[src/rtl/bus_master_if.sv]
// Single-word bus master: requests the shared bus, issues one strobed access,
// waits for the slave's ready and hands read data back to the pipeline.
//
// state  | meaning
// IDLE   | waiting for a pipeline strobe
// REQ    | bus requested, waiting for arbiter grant
// ACCESS | strobe issued, waiting for slave ready
// STALL  | access done, pipeline stalled; hold result, accept nothing
module bus_master_if #(
  parameter int DATA_W = 32,
  parameter int ADDR_W = 30
) (
  input  logic              clk,
  input  logic              reset_,
  input  logic              stall,
  input  logic              flush,
  output logic              busy,
  input  logic [ADDR_W-1:0] cpu_addr,
  input  logic              cpu_as_,
  input  logic              cpu_rw,
  input  logic [DATA_W-1:0] cpu_wr_data,
  output logic [DATA_W-1:0] cpu_rd_data,
  output logic              bus_req_,
  input  logic              bus_grnt_,
  output logic [ADDR_W-1:0] bus_addr,
  output logic              bus_as_,
  output logic              bus_rw,
  output logic [DATA_W-1:0] bus_wr_data,
  input  logic [DATA_W-1:0] bus_rd_data,
  input  logic              bus_rdy_
);

  typedef enum logic [1:0] {
    IDLE   = 2'd0,
    REQ    = 2'd1,
    ACCESS = 2'd2,
    STALL  = 2'd3
  } state_t;

  state_t            state;
  state_t            state_nxt;
  logic [ADDR_W-1:0] lat_addr;
  logic              lat_rw;
  logic [DATA_W-1:0] lat_wr_data;
  logic [DATA_W-1:0] rd_buf;
  logic              accept;
  logic              grant_go;
  logic              done;

  // flush only gates a new access; an access already on the bus always completes
  assign accept   = (state == IDLE) && !cpu_as_ && !flush;
  assign grant_go = (state == REQ) && !bus_grnt_;
  assign done     = (state == ACCESS) && !bus_rdy_;

  always_ff @(posedge clk or negedge reset_) begin
    if (!reset_) begin
      state <= IDLE;
    end else begin
      state <= state_nxt;
    end
  end

  always_comb begin
    state_nxt = state;
    case (state)
      IDLE:   if (accept) state_nxt = REQ;
      REQ:    if (grant_go) state_nxt = ACCESS;
      ACCESS: if (done) state_nxt = stall ? STALL : IDLE;
      STALL:  if (!stall) state_nxt = IDLE;
      default: state_nxt = IDLE;
    endcase
  end

  always_comb begin
    busy        = 1'b0;
    cpu_rd_data = rd_buf;
    case (state)
      IDLE:   busy = accept;
      REQ:    busy = 1'b1;
      ACCESS: begin
        busy = bus_rdy_;
        if (!bus_rdy_) cpu_rd_data = bus_rd_data;
      end
      default: busy = 1'b0;
    endcase
  end

  // registered bus side; strobe is forced high on every ACCESS cycle so it is one cycle wide
  always_ff @(posedge clk or negedge reset_) begin
    if (!reset_) begin
      bus_req_    <= 1'b1;
      bus_as_     <= 1'b1;
      bus_rw      <= 1'b1;
      bus_addr    <= '0;
      bus_wr_data <= '0;
      lat_addr    <= '0;
      lat_rw      <= 1'b1;
      lat_wr_data <= '0;
      rd_buf      <= '0;
    end else begin
      if (accept) begin
        bus_req_    <= 1'b0;
        lat_addr    <= cpu_addr;
        lat_rw      <= cpu_rw;
        lat_wr_data <= cpu_wr_data;
      end
      if (grant_go) begin
        bus_addr    <= lat_addr;
        bus_rw      <= lat_rw;
        bus_wr_data <= lat_wr_data;
        bus_as_     <= 1'b0;
      end
      if (state == ACCESS) bus_as_ <= 1'b1;
      if (done) begin
        bus_req_ <= 1'b1;
        if (bus_rw) rd_buf <= bus_rd_data;
      end
    end
  end

endmodule

[config.mk]
export PLATFORM = sky130hd
export DESIGN_NAME = bus_master_if
export DESIGN_NICKNAME = d
export VERILOG_FILES = /design/src/rtl/bus_master_if.sv
export SDC_FILE = /design/constraint.sdc
export NUM_CORES = 1
export LEC_CHECK = 0
export BUFFER_PORTS_ARGS = -buffer_cell sky130_fd_sc_hd__buf_2
export CAP_MARGIN = 20
export CORE_MARGIN = 1.5
export CORE_UTILIZATION = 40
export CTS_CLUSTER_SIZE = 30
export DETAILED_ROUTE_END_ITERATION = 8
export PLACE_DENSITY_LB_ADDON = 0.3
export SKIP_LAST_GASP = 1
export SLEW_MARGIN = 15
export SYNTH_ARGS = -nofsm -noshare
export SYNTH_HDL_FRONTEND = slang
export SYNTH_SLANG_ARGS = --single-unit
[constraint.sdc]
create_clock -name clk -period 1.9 [get_ports clk]
set_clock_uncertainty 0.2 [all_clocks]
set_input_delay 0.19 -clock clk [delete_from_list [all_inputs] [get_ports clk]]
set_output_delay 0.19 -clock clk [all_outputs]
set_load 0.05 [all_outputs]
# Yosys cells after proc, flatten, opt, wreduce, memory -nomap -nowiden

Index checks and enable logic that the tools add are counted.

Bits in registers: 162
Bits of input ports: 102
Output and inout port bits: 98

Eq/ne operators: 7
Mux-type cells: 13
Reductions and logical operators: 13

Operator list:

| cell                 | number |
|---|---|
| $mux W32             | 2 |
| $mux W2              | 5 |
| $ne A2 B2 Y1 const B | 4 |
| $pmux W2 S4          | 1 |
| $eq A2 B2 Y1 const B | 2 |
| $logic_and A1 B1 Y1  | 4 |
| $logic_not A1 Y1     | 4 |
| $mux W1              | 4 |
| $reduce_and A4 Y1    | 1 |
| $reduce_bool A2 Y1   | 2 |
| $pmux W1 S3          | 1 |
| $eq A2 B1 Y1 const B | 1 |
| $logic_not A2 Y1     | 1 |
| $reduce_and A2 Y1    | 1 |

# Logic depth before layout (Yosys ltp)

Gate-level depths: netlist (run 1).

Word-level depth: 5
Gate-level depth with buffers: 6

# Worst setup path after synthesis (run 1)

Ideal clock, no wire load.

Path type: reg-to-reg
Start: register state[1]
End: register lat_addr[10]
Library setup time: 0.125 ns
Arrival time: 1.631 ns
Path slack: -0.056 ns
Cell stages (with the launch flop): 5
Clock period less this slack: 1.956 ns
Cell sequence: dfrtp_1 buf_6 nor4_4 buf_6 mux2_2

Longest elaborated chain between the ends: 3

RTL lines:

| element                          | RTL line | text |
|---|---|---|
| start: declaration               | 40       | `state_t state;` |
| start signal: assignment         | 59       | `state <= state_nxt;` |
| $logic_not A2 Y1                 | 51       | `assign accept = (state == IDLE) && !cpu_as_ && !flush;` |
| $logic_and A1 B1 Y1 (2 in a row) | 51       |  |
| end signal: assignment           | 103      | `lat_addr <= cpu_addr;` |
| end: declaration                 | 42       | `logic [ADDR_W-1:0] lat_addr;` |

Every way passes these cells.
A chain may end at the register's enable or synchronous reset.

# Worst setup path in the final report (run 1)

Start: register state[0]
End: output port cpu_rd_data[17]

Longest elaborated chain between the ends: 2

RTL lines:

| element          | RTL line | text |
|---|---|---|
| $eq A2 B2 Y1     | 77       | `case (state)` |
| $mux W32         | 77       |  |
| end: declaration | 22       | `output logic [DATA_W-1:0] cpu_rd_data,` |

Every way passes these cells.

==> impl_table.tex, run 1 <==
\begin{tabular}{lr}
\hline
Metric & Value \\
\hline
\multicolumn{2}{l}{\textbf{Yosys}} \\
\quad Gate count of the mapped netlist & a little under 400 \\
\quad Number of storage elements in the synthesis netlist & 162 \\
\quad Cell Area, Synth & approximately 6500 um2 \\
\quad Combinational family with the most area after synthesis & multiplexers \\
\quad Prevailing post-synth register cell & sky130\_fd\_sc\_hd\_\_dfrtp\_1 \\
\quad Cell types occupying the most area after synthesis & sky130\_fd\_sc\_hd\_\_dfrtp\_1 (61\%), sky130\_fd\_sc\_hd\_\_mux2\_2 (29\%), sky130\_fd\_sc\_hd\_\_mux2\_1 (3.6\%) \\
\quad Async set or reset register ratio after synthesis & 1.00 \\
\quad Total of warnings raised by yosys & 0 \\
\quad Sequential fraction of the synthesis area & 0.622 \\
\quad Post-Synth Simple-Gate Area & 0.0129 \\
\quad Commonest cells in the netlist & sky130\_fd\_sc\_hd\_\_mux2\_2 (169), sky130\_fd\_sc\_hd\_\_dfrtp\_1 (158), sky130\_fd\_sc\_hd\_\_mux2\_1 (21), sky130\_fd\_sc\_hd\_\_buf\_6 (13), sky130\_fd\_sc\_hd\_\_dfstp\_2 (4) \\
\quad Top cell type's share of synthesized area & 0.606 \\
\quad Syn Area/Cell & approximately 17 um2 \\
\quad Number of flops mapped to enable cells by yosys & 0 \\
\quad Total nets after synthesis & about 490 \\
\quad Post-synthesis compound-gate area fraction & 0.00652 \\
\quad Arithmetic-cell share of the synthesized area counting full adders, half adders and majority gates & 0 \\
\quad Most common cell in the synthesized netlist & sky130\_fd\_sc\_hd\_\_mux2\_2 \\
\quad Multiplexer area fraction after synthesis & 0.328 \\
\quad Xor and xnor area share after synthesis & 0 \\
\quad Number of distinct standard cells referenced by the synthesized netlist & 21 \\
\quad Cell taking the most area after synthesis & sky130\_fd\_sc\_hd\_\_dfrtp\_1 \\
\multicolumn{2}{l}{\textbf{Global routing}} \\
\quad Largest net degree at the start of global routing & between 50 and 60 \\
\quad Grt ovf & 0 \\
\quad Number of antenna violations at the first check in global routing & 0 \\
\quad Wire length of the first global-routing pass & approximately 25000 um \\
\quad Via count of the first global-routing pass & about 5100 \\
\quad GRT Util Overall & 0.196 \\
\multicolumn{2}{l}{\textbf{Timing}} \\
\quad Shortest period the worst path allows & approximately 2.2 ns \\
\quad Slew margin rel. & 0.621 \\
\quad Final setup vio count & 110 \\
\quad Total negative slack for setup checks & -15.47 ns \\
\quad Final clock period utilization by the worst path & 1.18 \\
\quad Hold Violations, Final & 0 \\
\quad Tightest hold margin & 0.0843 ns \\
\quad Slew Limit Fails & 0 \\
\quad RSZ-0062 raised after global routing & true \\
\quad Highest achievable clock rate & roughly 450 MHz \\
\quad Worst path setup slack after routing & -0.343 ns \\
\quad Tightest Pin Transition & between 0.5 and 0.6 ns \\
\multicolumn{2}{l}{\textbf{Pwr}} \\
\quad Sequential power share & 0.312 \\
\quad Sw Ratio & 0.420 \\
\quad Switching power of the nets & 8.32 mW \\
\quad Total power per unit cell area & 1920 nW/um2 \\
\quad Post-layout total power & about 20 mW \\
\quad Portion of total power attributed to the clock network & 0.163 \\
\quad Lkg Pwr & between 4 and 5 nW \\
\quad Gate power share & 0.525 \\
\quad VDD IR max & roughly 1.1 mV \\
\quad Internal Power & $\sim$11 mW \\
\multicolumn{2}{l}{\textbf{Critical path}} \\
\quad Most frequent cell on the critical path & sky130\_fd\_sc\_hd\_\_buf\_6 \\
\quad Critical Path Source Type & flop \\
\quad Worst setup path startpoint & state[0]\$\_DFFE\_PN0P\_ \\
\quad R2r setup slk & -0.15 ns \\
\quad Setup CP Type & reg -> out \\
\quad R2R depth & 5 \\
\quad Endpoint arrival time on the critical path & approximately 1.9 ns \\
\quad Worst path slowest cell & sky130\_fd\_sc\_hd\_\_dfrtp\_2 \\
\quad Endpoint of the worst-slack reg-to-reg timing path & lat\_addr[11]\$\_DFFE\_PN0P\_ \\
\quad Cell family contributing the most delay on the critical path & buffers and inverters \\
\quad CP cell instances & nor3b\_4 > buf\_6 > buf\_12 > mux2\_2 > buf\_6 \\
\quad Slowest cell delay on critical path & 0.42 ns \\
\quad Buffers and inverters on the worst path & 3 \\
\quad Crit-path max FO & 12 \\
\quad Critical register-to-register path startpoint & state[0]\$\_DFFE\_PN0P\_ \\
\quad Required time of the critical path & 1.51 ns \\
\quad Capturing element type of the critical path & primary output \\
\multicolumn{2}{l}{\textbf{Layout}} \\
\quad Fraction of final layout cells with drive strength greater than 1 & 0.616 \\
\quad Area used by multi-input combinational logic & 2470 um2 \\
\quad Filler Cells Inserted & roughly 1200 \\
\quad Antenna diode count & 0 \\
\quad Layout area overhead & 58.0\% \\
\quad Footprint of the flip-flops and latches & approximately 4100 um2 \\
\quad Final net count & approximately 830 \\
\quad Post-layout instance area & 10300 um2 \\
\multicolumn{2}{l}{\textbf{Flow run}} \\
\quad Number of maximum-capacitance violations & 0 \\
\multicolumn{2}{l}{\textbf{Floorplanning}} \\
\quad Row count & between 40 and 50 \\
\quad Horizontal extent of the die & approximately 130 um \\
\quad Floorplan die area & 17100 um2 \\
\quad Core region area & around 16000 um2 \\
\quad Vert. Die Dim & 131 um \\
\quad Boundary pin count & 200 \\
\quad Starting Density & 0.411 \\
\multicolumn{2}{l}{\textbf{Route}} \\
\quad Remaining DRCs & 0 \\
\quad WL/cell & $\sim$18 um \\
\quad Drt pass-1 iters & 4 \\
\quad Vias after detailed routing & between 4000 and 5000 \\
\quad DRT iter0 DRCs & 116 \\
\quad Total Routed Length & roughly 17000 um \\
\quad Count of nets left with antenna violations after detail routing & 0 \\
\quad Post-detailed-route via-to-cell ratio & approximately 4.8 \\
\multicolumn{2}{l}{\textbf{Clocking}} \\
\quad H-tree levels & 4 \\
\quad TritonCTS clock tree & done \\
\quad Clock-pin slew reported for the worst setup and hold paths after clock tree synthesis & approximately 0.050 ns \\
\quad Number of buffers added by the clock tree synthesis step & 17 \\
\quad Clock Latency Late Sink & 0.41 ns \\
\quad Clock Sinks & $\sim$160 \\
\quad Largest buffer count on any clock path & 2 \\
\quad Cell at the root of the clock tree & sky130\_fd\_sc\_hd\_\_clkbuf\_16 \\
\multicolumn{2}{l}{\textbf{Run status}} \\
\quad Violated checks & setup timing \\
\quad Status & complete, but fails checks \\
\multicolumn{2}{l}{\textbf{Min path}} \\
\quad Hold Startpoint & bus\_grnt\_ \\
\quad Class of the tightest hold or removal check & in -> reg \\
\quad Number of stages on the worst hold path & 4 \\
\quad Worst hold path endpoint & state[0]\$\_DFFE\_PN0P\_ \\
\multicolumn{2}{l}{\textbf{Placed design}} \\
\quad Post-detailed-placement cell area & between 7000 and 8000 um2 \\
\quad Routability-driven placement congestion ratio & around 0.71 \\
\quad Half-perimeter wire length of the detailed placement result & between 9000 and 10000 um \\
\quad Port Buf Inserts & 199 \\
\hline
\end{tabular}
-- cell type report --
type / instances / area share
Multi-Input combinational cell: 207 / 0.240
Timing Repair Buffer: 341 / 0.285
Inverter: 2 / 0.000729
Clock inverter: 8 / 0.00753
Clock buffer: 24 / 0.0468
Tap cell: 216 / 0.0262
Sequential cell: 162 / 0.394
-- worst min-delay path, cell delays in order --
cell	delay (ns)
sky130_fd_sc_hd__buf_2	0.10
sky130_fd_sc_hd__nand2b_1	0.20
sky130_fd_sc_hd__nand2_1	0.10
sky130_fd_sc_hd__o21ai_0	0.06
-- state kept, by name (all words and copies together), names as in the netlist --
register / cells
bus_addr: 30
bus_as_: 1
bus_req_: 1
bus_rw: 1
bus_wr_data: 32
lat_addr: 30
lat_rw: 1
lat_wr_data: 32
rd_buf: 32
state: 2
-- cell families (layout without fill, tap and decap cells) --
group / count (synthesis) / in the layout
simple gates: 10 / 10
flops: 162 / 162
buf+inv: 22 / 375
compound gates: 7 / 7
mux: 190 / 190
-- stage by stage --
stage	utilization	cells	setup WS, ns
after floorplan	-	391	-0.00138
after global placement	0.498	808	-0.0332
after detailed placement	0.498	808	-0.0666
after CTS	0.631	954	-0.373
after global routing	0.648	960	-0.409
final	0.648	960	-0.343
-- cell usage in the layout (no fill, tap or decap), types with 8 or more instances in the layout --
master and n:
sky130_fd_sc_hd__buf_8 8, sky130_fd_sc_hd__dfrtp_1 157, sky130_fd_sc_hd__clkbuf_16 19, sky130_fd_sc_hd__mux2_2 129, sky130_fd_sc_hd__mux2_1 13, sky130_fd_sc_hd__mux2_4 48, sky130_fd_sc_hd__dlygate4sd3_1 101, sky130_fd_sc_hd__buf_6 32
sky130_fd_sc_hd__buf_2 165, sky130_fd_sc_hd__buf_4 11, sky130_fd_sc_hd__buf_12 17
-- power by group through the flow --
stage / Combinational [mW] / Clock [mW] / Sequential [mW]
floorplan: 4.32 / 0 / 8.43
global placement: 8.50 / 0 / 6.04
detailed placement: 8.68 / 0 / 6.15
CTS: 9.92 / 3.31 / 6.11
global route: 10.9 / 3.50 / 6.40
finish: 10.4 / 3.23 / 6.19
-- worst max path at each step --
stage,depth (start not counted),slack [ns],end
finish,5,-0.34,cpu_rd_data[17]
global route,5,-0.41,cpu_rd_data[17]
CTS,5,-0.37,cpu_rd_data[31]
detailed placement,5,-0.07,lat_wr_data[18]$_DFFE_PN0P_
global placement,5,-0.03,lat_wr_data[28]$_DFFE_PN0P_
floorplan,3,-0.001,lat_addr[10]$_DFFE_PN0P_
-- timing repair --
action	4_1_cts	5_1_grt
gates resized for setup	89	52
endpoints found under the setup margin	94	142
cloned	6	3
endpoints found under the hold margin	257	0
pin swaps	3	4
hold buffers	101	0
buffers inserted	7	4
-- per-layer routing --
metal  track usage  up-vias  share of wire
met5             0        -              0
met4        0.0769        0          0.021
met3        0.0607       30          0.066
met2         0.348      175           0.50
met1         0.222     2345           0.41
li1              -     2078              -
(Power assumes the default switching activity.)
==> inputs of run 2 (changes only) <==
- ABC_AREA: unset -> 1
==> run 2 against run 1 <==
The flow finishes with violations (hold timing, setup timing). Sequential power fell by 5.8%. Power fell by 8.5%. Non-clock buffer count fell by 21. Maximum frequency rose by 10%. Highest routed layer unchanged.
==> impl_table.tex, run 2 <==
\begin{tabular}{lr}
\hline
Metric & Value \\
\hline
\multicolumn{2}{l}{\textbf{Route}} \\
\quad Vias after detailed routing & 5834 \\
\quad Count of nets left with antenna violations after detail routing & 0 \\
\quad DRT iter0 DRCs & between 200 and 300 \\
\quad WL/cell & approximately 14 um \\
\quad Post-detailed-route via-to-cell ratio & 4.55 \\
\quad Drt pass-1 iters & 4 \\
\quad Total Routed Length & $\sim$18000 um \\
\quad Remaining DRCs & 0 \\
\multicolumn{2}{l}{\textbf{Critical path}} \\
\quad R2R depth & 6 \\
\quad Worst path slowest cell & sky130\_fd\_sc\_hd\_\_dfrtp\_1 \\
\quad Slowest cell delay on critical path & between 0.3 and 0.4 ns \\
\quad CP cell instances & inv\_2 > nand2\_2 > nor2\_4 > inv\_4 > buf\_12 > o21ai\_2 > buf\_6 \\
\quad R2r setup slk & about 0.20 ns \\
\quad Cell family contributing the most delay on the critical path & buffers and inverters \\
\quad Critical Path Source Type & flop \\
\quad Crit-path max FO & 18 \\
\quad Required time of the critical path & around 1.5 ns \\
\quad Capturing element type of the critical path & primary output \\
\quad Buffers and inverters on the worst path & 4 \\
\quad Endpoint of the worst-slack reg-to-reg timing path & bus\_req\_\$\_DFFE\_PN1P\_ \\
\quad Setup CP Type & reg -> out \\
\quad Critical register-to-register path startpoint & state[1]\$\_DFFE\_PN0P\_ \\
\quad Endpoint arrival time on the critical path & around 1.7 ns \\
\multicolumn{2}{l}{\textbf{Timing}} \\
\quad Tightest Pin Transition & between 0.4 and 0.5 ns \\
\quad Hold Violations, Final & 1 \\
\quad RSZ-0062 raised after global routing & true \\
\quad Highest achievable clock rate & between 400 and 500 MHz \\
\quad Final clock period utilization by the worst path & 1.07 \\
\quad Slew Limit Fails & 0 \\
\quad Worst path setup slack after routing & -0.140 ns \\
\quad Slew margin rel. & 0.695 \\
\quad Tightest hold margin & -0.00391 ns \\
\quad Final setup vio count & 32 \\
\quad Shortest period the worst path allows & 2.04 ns \\
\multicolumn{2}{l}{\textbf{Yosys}} \\
\quad Sequential fraction of the synthesis area & 0.621 \\
\quad Multiplexer area fraction after synthesis & 0 \\
\quad Post-synthesis compound-gate area fraction & 0.0865 \\
\quad Cell types occupying the most area after synthesis & sky130\_fd\_sc\_hd\_\_dfrtp\_1 (60\%), sky130\_fd\_sc\_hd\_\_nand2\_1 (21\%), sky130\_fd\_sc\_hd\_\_o21ai\_1 (4.9\%) \\
\quad Async set or reset register ratio after synthesis & 1.00 \\
\quad Most common cell in the synthesized netlist & sky130\_fd\_sc\_hd\_\_nand2\_1 \\
\quad Total of warnings raised by yosys & 0 \\
\quad Arithmetic-cell share of the synthesized area counting full adders, half adders and majority gates & 0 \\
\quad Number of distinct standard cells referenced by the synthesized netlist & 20 \\
\quad Xor and xnor area share after synthesis & 0 \\
\quad Commonest cells in the netlist & sky130\_fd\_sc\_hd\_\_nand2\_1 (361), sky130\_fd\_sc\_hd\_\_dfrtp\_1 (158), sky130\_fd\_sc\_hd\_\_o21ai\_1 (64), sky130\_fd\_sc\_hd\_\_inv\_1 (59), sky130\_fd\_sc\_hd\_\_o21ai\_0 (48) \\
\quad Cell taking the most area after synthesis & sky130\_fd\_sc\_hd\_\_dfrtp\_1 \\
\quad Number of flops mapped to enable cells by yosys & 0 \\
\quad Top cell type's share of synthesized area & 0.605 \\
\quad Prevailing post-synth register cell & sky130\_fd\_sc\_hd\_\_dfrtp\_1 \\
\quad Post-Synth Simple-Gate Area & 0.220 \\
\quad Syn Area/Cell & between 8 and 9 um2 \\
\quad Total nets after synthesis & about 860 \\
\quad Combinational family with the most area after synthesis & simple AND/OR/NAND/NOR gates \\
\quad Cell Area, Synth & about 6500 um2 \\
\quad Number of storage elements in the synthesis netlist & 162 \\
\quad Gate count of the mapped netlist & around 750 \\
\multicolumn{2}{l}{\textbf{Run status}} \\
\quad Status & complete, but fails checks \\
\quad Violated checks & hold timing, setup timing \\
\multicolumn{2}{l}{\textbf{Clocking}} \\
\quad Clock-pin slew reported for the worst setup and hold paths after clock tree synthesis & $\sim$0.06 ns \\
\quad H-tree levels & 4 \\
\quad Largest buffer count on any clock path & 2 \\
\quad TritonCTS clock tree & done \\
\quad Cell at the root of the clock tree & sky130\_fd\_sc\_hd\_\_clkbuf\_16 \\
\quad Clock Latency Late Sink & about 0.42 ns \\
\quad Clock Sinks & 162 \\
\quad Number of buffers added by the clock tree synthesis step & 17 \\
\multicolumn{2}{l}{\textbf{Floorplanning}} \\
\quad Horizontal extent of the die & between 100 and 150 um \\
\quad Starting Density & 0.410 \\
\quad Row count & 46 \\
\quad Floorplan die area & between 15000 and 20000 um2 \\
\quad Boundary pin count & 200 \\
\quad Vert. Die Dim & $\sim$130 um \\
\quad Core region area & around 16000 um2 \\
\multicolumn{2}{l}{\textbf{Placed design}} \\
\quad Port Buf Inserts & slightly below 200 \\
\quad Worst slack, placed & between 0.15 and 0.2 ns \\
\quad Routability-driven placement congestion ratio & between 0.7 and 0.8 \\
\quad Half-perimeter wire length of the detailed placement result & $\sim$10000 um \\
\multicolumn{2}{l}{\textbf{Flow run}} \\
\quad Number of maximum-capacitance violations & 0 \\
\multicolumn{2}{l}{\textbf{Pwr}} \\
\quad Gate power share & 0.486 \\
\quad Post-layout total power & about 18 mW \\
\quad Sequential power share & 0.322 \\
\quad Total power per unit cell area & approximately 1800 nW/um2 \\
\quad Switching power of the nets & between 8 and 9 mW \\
\quad Lkg Pwr & roughly 5.3 nW \\
\quad VDD IR max & between 0.8 and 0.9 mV \\
\quad Internal Power & slightly below 10 mW \\
\quad Sw Ratio & 0.453 \\
\quad Portion of total power attributed to the clock network & 0.193 \\
\multicolumn{2}{l}{\textbf{Global routing}} \\
\quad Number of antenna violations at the first check in global routing & 0 \\
\quad Via count of the first global-routing pass & about 5600 \\
\quad Largest net degree at the start of global routing & between 60 and 70 \\
\quad GRT Util Overall & 0.203 \\
\quad Wire length of the first global-routing pass & roughly 27000 um \\
\quad Grt ovf & 0 \\
\multicolumn{2}{l}{\textbf{Min path}} \\
\quad Hold Startpoint & bus\_rdy\_ \\
\quad Class of the tightest hold or removal check & in -> reg \\
\quad Worst hold path endpoint & state[1]\$\_DFFE\_PN0P\_ \\
\quad Number of stages on the worst hold path & 5 \\
\multicolumn{2}{l}{\textbf{Layout}} \\
\quad Leading cell types in the layout, fill and taps excluded & sky130\_fd\_sc\_hd\_\_nand2\_1 (356), sky130\_fd\_sc\_hd\_\_buf\_2 (165), sky130\_fd\_sc\_hd\_\_dfrtp\_1 (158) \\
\quad Final net count & roughly 1200 \\
\quad Antenna diode count & 0 \\
\quad Most common cell after layout, fill and taps aside & sky130\_fd\_sc\_hd\_\_nand2\_1 \\
\quad Layout area overhead & 51.2\% \\
\quad Filler Cells Inserted & 1338 \\
\quad Largest registers & bus\_wr\_data x32, lat\_wr\_data x32, rd\_buf x32 \\
\quad Fraction of final layout cells with drive strength greater than 1 & 0.283 \\
\hline
\end{tabular}
[run 2: metrics by stage]
stage / area, um2 / std cells / utilization / hold slack (ns) / TNS, ns
3_3_place_gp: 7880 / 1147 / 0.494 / -0.0503 / 0
3_5_place_dp: 7880 / 1147 / 0.494 / -0.0492 / 0
4_1_cts: 9740 / 1281 / 0.611 / 0.00547 / -3.95
2_1_floorplan: 6590 / 753 / - / -0.306 / -3.96
5_1_grt: 9890 / 1282 / 0.620 / 0.00452 / -6.97
6_report: 9890 / 1282 / 0.620 / -0.00391 / -3.57
[run 2: worst max-delay path by stage]
stage / end / start / cells past startpoint
after floorplan: cpu_rd_data[12] / state[0]$_DFFE_PN0P_ / 7
after global placement: cpu_rd_data[28] / state[0]$_DFFE_PN0P_ / 7
after detailed placement: cpu_rd_data[16] / state[0]$_DFFE_PN0P_ / 7
after CTS: cpu_rd_data[16] / state[0]$_DFFE_PN0P_ / 7
after global routing: cpu_rd_data[29] / state[0]$_DFFE_PN0P_ / 7
final: cpu_rd_data[6] / state[0]$_DFFE_PN0P_ / 7
[run 2: metal layers]
metal  GRT usage  part of all wire  up-vias
met3      0.0480             0.050       22
met2       0.350              0.50      173
met1       0.250              0.43     2717
li1            -                 -     2922
met5           0                 0        -
met4      0.0756             0.016        0
[run 2: worst register-to-register path: stages, from the launching register on]
cell,delay [ns]
sky130_fd_sc_hd__dfrtp_1,0.39
sky130_fd_sc_hd__buf_4,0.16
sky130_fd_sc_hd__inv_4,0.08
sky130_fd_sc_hd__nand3_4,0.10
sky130_fd_sc_hd__dlygate4sd3_1,0.60
sky130_fd_sc_hd__nand2_1,0.06
sky130_fd_sc_hd__nand2_1,0.05
[run 2: cell families after synthesis]
family,Yosys count
buf+inv,103
simple gates,375
flops,162
compound gates,113
[run 2: area by class of cell]
cell class	instances	area, um2	area share
clock buffers	24	482	0.0487
clock inverters	8	126	0.0128
inverters	64	245	0.0248
multi-input cells	488	2190	0.222
flip-flops and latches	162	4060	0.411
well taps	216	270	0.0273
repair buffers	320	2510	0.254
[run 2: power groups by stage]
stage | Sequential, mW | Clock (mW) | Combinational, mW
after floorplan | 7.80 | 0 | 3.85
after global placement | 5.83 | 0 | 7.58
after detailed placement | 5.87 | 0 | 7.68
after CTS | 5.82 | 3.59 | 8.49
after global routing | 6.03 | 3.72 | 9.47
final | 5.83 | 3.49 | 8.81
[run 2: timing repair]
action,4_1_cts,5_1_grt
gates cloned,1,0
endpoints found under the hold margin,256,0
setup endpoints to repair,33,33
pin swaps,0,2
setup buffers,2,1
gates resized for setup,69,34
hold buffers,99,0
